--- config.mk ---
export PLATFORM = sky130hd
export DESIGN_NAME = carry4_pipe_adder
export DESIGN_NICKNAME = d
export VERILOG_FILES = /design/src/rtl/carry4_pipe_adder.sv
export SDC_FILE = /design/constraint.sdc
export NUM_CORES = 1
export LEC_CHECK = 0
export ABC_AREA = 1
export BUFFER_PORTS_ARGS = -buffer_cell sky130_fd_sc_hd__buf_2
export CORE_UTILIZATION = 61
export DETAILED_ROUTE_END_ITERATION = 8
export PLACE_DENSITY = 0.82
export SETUP_SLACK_MARGIN = 0.02
export SYNTH_ARGS = -nofsm -noshare
export SYNTH_HDL_FRONTEND = slang
export SYNTH_SLANG_ARGS = --single-unit
--- constraint.sdc ---
create_clock -name clk -period 7.9 [get_ports clk]
set_input_delay 2.37 -clock clk [delete_from_list [all_inputs] [get_ports clk]]
set_output_delay 2.37 -clock clk [all_outputs]
set_load 0.01 [all_outputs]
--- src/rtl/carry4_pipe_adder.sv ---
// Pipelined add/subtract unit: one carry4 slice per stage, carry registered between
// stages, operand nibbles skewed in and result nibbles deskewed out.
`timescale 1ns/1ps

module carry4 (
  input  logic [3:0] S,
  input  logic [3:0] DI,
  input  logic       CI,
  input  logic       CYINIT,
  output logic [3:0] O,
  output logic [3:0] CO
);
  logic [4:0] w_c;

  // Ripple mux chain: propagate when S is set, otherwise generate from DI.
  always_comb begin
    w_c[0] = CI | CYINIT;
    for (int i = 0; i < 4; i++) begin
      w_c[i+1] = S[i] ? w_c[i] : DI[i];
    end
  end

  assign O  = S ^ w_c[3:0];
  assign CO = w_c[4:1];
endmodule

module carry4_pipe_adder #(
  parameter int WIDTH = 16
) (
  input  logic             clk,
  input  logic             rst,
  input  logic             in_valid,
  output logic             in_ready,
  input  logic [WIDTH-1:0] in_a,
  input  logic [WIDTH-1:0] in_b,
  input  logic             in_sub,
  output logic             out_valid,
  input  logic             out_ready,
  output logic [WIDTH-1:0] out_sum,
  output logic             out_cout,
  output logic             out_ovf
);
  localparam int NS = WIDTH / 4;

  logic w_adv;

  assign w_adv    = ~out_valid | out_ready;
  assign in_ready = w_adv;

  for (genvar k = 0; k < NS; k++) begin : g_stage
    // Stage k sees operand nibbles k..NS-1 and has already produced nibbles 0..k-1.
    localparam int RW = 4 * (NS - k);

    logic [RW-1:0]      w_aIn;
    logic [RW-1:0]      w_bIn;
    logic               w_ci;
    logic               w_vldIn;
    logic [3:0]         w_o;
    logic [3:0]         w_co;
    logic [4*(k+1)-1:0] w_sumNext;
    logic               r_vld;
    logic               r_co;
    logic [4*(k+1)-1:0] r_sum;

    if (k == 0) begin : g_head
      assign w_aIn     = in_a;
      assign w_bIn     = in_sub ? ~in_b : in_b;
      assign w_ci      = in_sub;
      assign w_vldIn   = in_valid;
      assign w_sumNext = w_o;
    end else begin : g_body
      assign w_aIn     = g_stage[k-1].g_fwd.r_aRest;
      assign w_bIn     = g_stage[k-1].g_fwd.r_bRest;
      assign w_ci      = g_stage[k-1].r_co;
      assign w_vldIn   = g_stage[k-1].r_vld;
      assign w_sumNext = {w_o, g_stage[k-1].r_sum};
    end

    carry4 u_slice (
      .S      (w_aIn[3:0] ^ w_bIn[3:0]),
      .DI     (w_aIn[3:0]),
      .CI     (w_ci),
      .CYINIT (1'b0),
      .O      (w_o),
      .CO     (w_co)
    );

    // Bubbles advance like real words; everything freezes together on backpressure.
    always_ff @(posedge clk or posedge rst) begin
      if (rst) begin
        r_vld <= 1'b0;
        r_co  <= 1'b0;
        r_sum <= '0;
      end else if (w_adv) begin
        r_vld <= w_vldIn;
        r_co  <= w_co[3];
        r_sum <= w_sumNext;
      end
    end

    if (k < NS - 1) begin : g_fwd
      logic [RW-5:0] r_aRest;
      logic [RW-5:0] r_bRest;

      always_ff @(posedge clk or posedge rst) begin
        if (rst) begin
          r_aRest <= '0;
          r_bRest <= '0;
        end else if (w_adv) begin
          r_aRest <= w_aIn[RW-1:4];
          r_bRest <= w_bIn[RW-1:4];
        end
      end
    end else begin : g_tail
      logic r_ovf;

      // Signed overflow: carry into the MSB differs from carry out of it.
      always_ff @(posedge clk or posedge rst) begin
        if (rst) begin
          r_ovf <= 1'b0;
        end else if (w_adv) begin
          r_ovf <= w_co[3] ^ w_co[2];
        end
      end
    end
  end

  assign out_valid = g_stage[NS-1].r_vld;
  assign out_sum   = g_stage[NS-1].r_sum;
  assign out_cout  = g_stage[NS-1].r_co;
  assign out_ovf   = g_stage[NS-1].g_tail.r_ovf;
endmodule

# Word level (Yosys, flattened, before mapping)
# Cells that the tools add are included.
[totals]
register_bits = 97
in_bits = 37
out_inout_bits = 20
elab_cells = 48
[classes]
mux = 17
bitwise_logic = 12
[op_table]
columns = ["cell", "count"]
rows = [
  ["XOR 4 bit", 8],
  ["2-to-1 mux 1 bit", 16],
  ["2-to-1 mux 16 bit", 1],
  ["inverter 16 bit", 1],
  ["inverter 1 bit", 1],
  ["bitwise OR 1 bit", 1],
  ["XOR 1 bit", 1],
]

# Longest topological paths before layout
[logic_depth]
ltp_word = 7
mapped_depth = 10
depth_no_buf = 10

# By module
# Synthesis repeated with hierarchy kept, for this count alone.
[hier_totals]
hier_cells = 573
hier_area_um2 = 4596.9
[by_module_without_submodules]
columns = ["mod", "n_inst", "cells_each", "area_per_inst_um2", "seq_area_each_um2"]
rows = [
  ["carry4_pipe_adder", 1, 481, 4036.4, 2427.3],
  ["carry4", 4, 23, 140.1, 0.0],
]

# Least setup slack after synthesis
# Ideal clock, no wire load.
[synth_path]
path_kind = "input to output"
start = "input out_ready"
end = "output in_ready"
t_arrival_ps = 2966
t_required_ps = 5530
setup_slack_ps = 2564
path_stages = 5
path_buffers = 3
path_cell_list = "nor2_2 > buf_4 > inv_2 > buf_6 > buf_2"
[synth_via]
elab_chain_len = 1
[synth_rtl]
columns = ["item", "line_no", "source"]
rows = [
  ["from (decl)", "38", "input logic out_ready,"],
  ["bitwise OR 1 bit", "47", "assign w_adv = ~out_valid | out_ready;"],
  ["to (decl)", "33", "output logic in_ready,"],
]
# No other way between the ends.

# Worst setup path in the final report
# Same ends and word-level chain as after synthesis.

==> results.sh <==
export IMPL_insertedDiodeCount=0
export IMPL_finalWorstSetupSlack_ps=2740
export IMPL_post_cts_resized=0
export IMPL_drt_pass1_iterations=4
export IMPL_vias_in_the_first_global_route=2925
export IMPL_slew_headroom_pct=36.0
export IMPL_timing_reg2reg_setup_slack_ps=6090
export IMPL_nNetsFinal=564
export IMPL_cts_buffer_depth=2
export IMPL_critical_path_peak_fanout=2
export IMPL_globalRoute_totalOverflow=0
export IMPL_status="complete, no violations"
export IMPL_fin_crit_sh_pct=65.3
export IMPL_setup_violations_final=0
export IMPL_area_delta_synth_final_pct=11.4
export IMPL_worst_reg2reg_startpoint="g_stage[2].g_fwd.r_bRest[0]$_DFFE_PP0P_"
export IMPL_post_route_cells_drive_above_1_share_pct=15.9
export IMPL_routed_via_density=5.09
export IMPL_cts_made_buffers=9
export IMPL_ir_worst_vdd_mv=0.284
export IMPL_place_detailed_hpwl_um=4570
export IMPL_postLayoutCellArea_um2=4700
export IMPL_power_per_cell_area_nw_per_um2=373
export IMPL_startpoint="out_ready"
export IMPL_post_synth_inst_count=475
export IMPL_timing_hold_ws_ps=473
export IMPL_fin_cells=604
export IMPL_timing_fmax_mhz=194
export IMPL_postSynth_asyncResetShare_pct=100
export IMPL_hold_class="flip-flop to flip-flop"
export IMPL_total_leakage_power_nw=2.46
export IMPL_starting_utilization_of_the_core_area_pct=64.7
export IMPL_numPlacedInstances=588
export IMPL_top_level_ports=57
export IMPL_setup_worst_path_end="in_ready"
export IMPL_finalWorstPathRequiredPeriod_ps=5160
export IMPL_dpl_cell_area_um2=4500
export IMPL_iter_0_drt_violations=173
export IMPL_cts_hold_repair_buffers=0
export IMPL_clock_tree_from_tritoncts="yes"
export IMPL_clock_sink_count=97
export IMPL_timing_hold_violations_final=0
export IMPL_grt_first_pass_wirelength_um=12800
export IMPL_drt_wl_total_um=7380
export IMPL_fillers=511
export IMPL_synth_net_count=517
export IMPL_utilization_pct=72.0
export IMPL_numPortBuffers=56
export IMPL_maxCapViolations=0
export IMPL_syn_area_um2=4220
export IMPL_final_worst_clock_skew_ps=11.0
export IMPL_gpl_final_weighted_congestion=0.716
export IMPL_standard_cell_core_area_um2=6530
export IMPL_layout_common_cells="nand2_1, dfrtp_1, buf_2"
export IMPL_cts_max_level=3
export IMPL_yosysSeqAreaShare_pct=57.5
export IMPL_totalNegativeSetupSlack_ps=0
export IMPL_ys_ff_latch=97
export IMPL_worstReg2RegEnd="out_sum[15]$_DFFE_PP0P_"
export IMPL_total_power_mw=1.75
export IMPL_drt_drc_violations_left=0
export IMPL_post_cts_buffers=0
export IMPL_synth_flop_cell="dfrtp_1"
export IMPL_end_kind="primary output"
export IMPL_synth_enable_flop_cells=0
export IMPL_clkTransAtPathRegs_ps=90
export IMPL_grt_antenna_before_repair=0
export IMPL_unrepaired_setup_endpoints_after_global_routing="no"
export IMPL_netlist_cell_type_count=30
export IMPL_floorplan_die_height_um=85.2
export IMPL_clock_latency_ps=360
export IMPL_timing_setup_critical_path_class="input port to primary output"
export IMPL_critPathRequiredTime_ps=5530
export IMPL_cts_root_buf="clkbuf_8"
export IMPL_grt_start_max_net_pins=111
export IMPL_dieArea_um2=7260
export IMPL_place_worst_setup_slack_ps=2750
export IMPL_layout_commonest_cell="nand2_1"
export IMPL_r2r_cells=7
export IMPL_wl_per_cell_um=12.2
export IMPL_die_x_um=85.2
export IMPL_critical_path_startpoint_type="input port"
export IMPL_average_cell_area_after_synthesis_um2=8.89
export IMPL_slew_viol_final=0
export IMPL_dr_total_vias=3077
export IMPL_core_rowCount=29
export IMPL_ys_warn_count=0
export IMPL_drt_antenna_violating_nets=0
export IMPL_globalRouteTotalUtil_pct=22.9
export IMPL_worst_ep_arrival_time_ps=2790
export IMPL_max_slew_worst_pin_slew_ps=959
cells by family (layout without fill, tap and decap cells):
logic type | after synthesis | after routing | share of synthesized area [%]
simple gates | 215 | 215 | 19.7
buf+inv | 62 | 114 | 6.52
compound gates | 73 | 73 | 9.16
flops | 97 | 97 | 57.5
fa+ha+maj | 5 | 5 | 2.19
xor+xnor | 23 | 23 | 4.95
state kept, by name, indices dropped and copies added (netlist names):
name,flops
g_stage.r_vld,3
out_sum,16
out_valid,1
g_stage.g_fwd.r_bRest,24
out_cout,1
g_stage.g_fwd.r_aRest,24
out_ovf,1
g_stage.r_co,3
g_stage.r_sum,24
routing by layer:
layer,vias to the layer above,GRT usage [%],share of wire (%)
met4,0,8.78,1.3
met5,-,0,0
met2,78,35.4,46
li1,1561,-,-
met3,11,4.67,4.7
met1,1427,32.3,48
worst min path at each step:
stage	slack (ps)	to	cells after the start	startpoint
2_1_floorplan	440	out_valid$_DFFE_PP0P_	1	g_stage[2].r_vld$_DFFE_PP0P_
4_1_cts	470	g_stage[1].g_fwd.r_bRest[5]$_DFFE_PP0P_	2	g_stage[0].g_fwd.r_bRest[9]$_DFFE_PP0P_
6_report	470	g_stage[1].g_fwd.r_bRest[5]$_DFFE_PP0P_	2	g_stage[0].g_fwd.r_bRest[9]$_DFFE_PP0P_
3_3_place_gp	450	g_stage[2].r_sum[7]$_DFFE_PP0P_	2	g_stage[1].r_sum[7]$_DFFE_PP0P_
5_1_grt	500	g_stage[1].g_fwd.r_bRest[5]$_DFFE_PP0P_	2	g_stage[0].g_fwd.r_bRest[9]$_DFFE_PP0P_
3_5_place_dp	450	out_valid$_DFFE_PP0P_	1	g_stage[2].r_vld$_DFFE_PP0P_
layout make-up:
cell class / instances / area, um2 / area share, %
flip-flops and latches: 97 / 2430 / 51.6
multi-input cells: 316 / 1530 / 32.4
well taps: 77 / 96.3 / 2.05
clock buffers: 10 / 138 / 2.93
clock inverters: 6 / 65.1 / 1.38
repair buffers: 59 / 303 / 6.44
inverters: 39 / 149 / 3.17
Yosys cell counts (2+ instances only):
cell type / n / area, um2
nand2_1: 184 / 691
o21ai_0: 51 / 255
o21ai_1: 7 / 35.0
dfrtp_1: 97 / 2430
o21bai_1: 2 / 15.0
fa_1: 4 / 80.1
a21oi_1: 5 / 25.0
buf_2: 10 / 50.1
inv_1: 38 / 143
nor2_1: 20 / 75.1
or2_2: 2 / 12.5
xor2_1: 8 / 70.1
buf_4: 2 / 15.0
buf_6: 3 / 33.8
nand3_1: 3 / 15.0
clkbuf_1: 8 / 30.0
xnor2_1: 14 / 123
a31oi_1: 5 / 31.3
critical path: stages:
cell and delay (ps):
buf_2 110, nor2_4 100, inv_2 60, buf_2 140
power by group:
part / switching [mW] / internal, mW / leakage (nW)
clock: 0.168 / 0.156 / 0.103
combinational: 0.369 / 0.228 / 1.18
sequential: 0.117 / 0.715 / 1.17
Power figures use the tool's default switching activity.
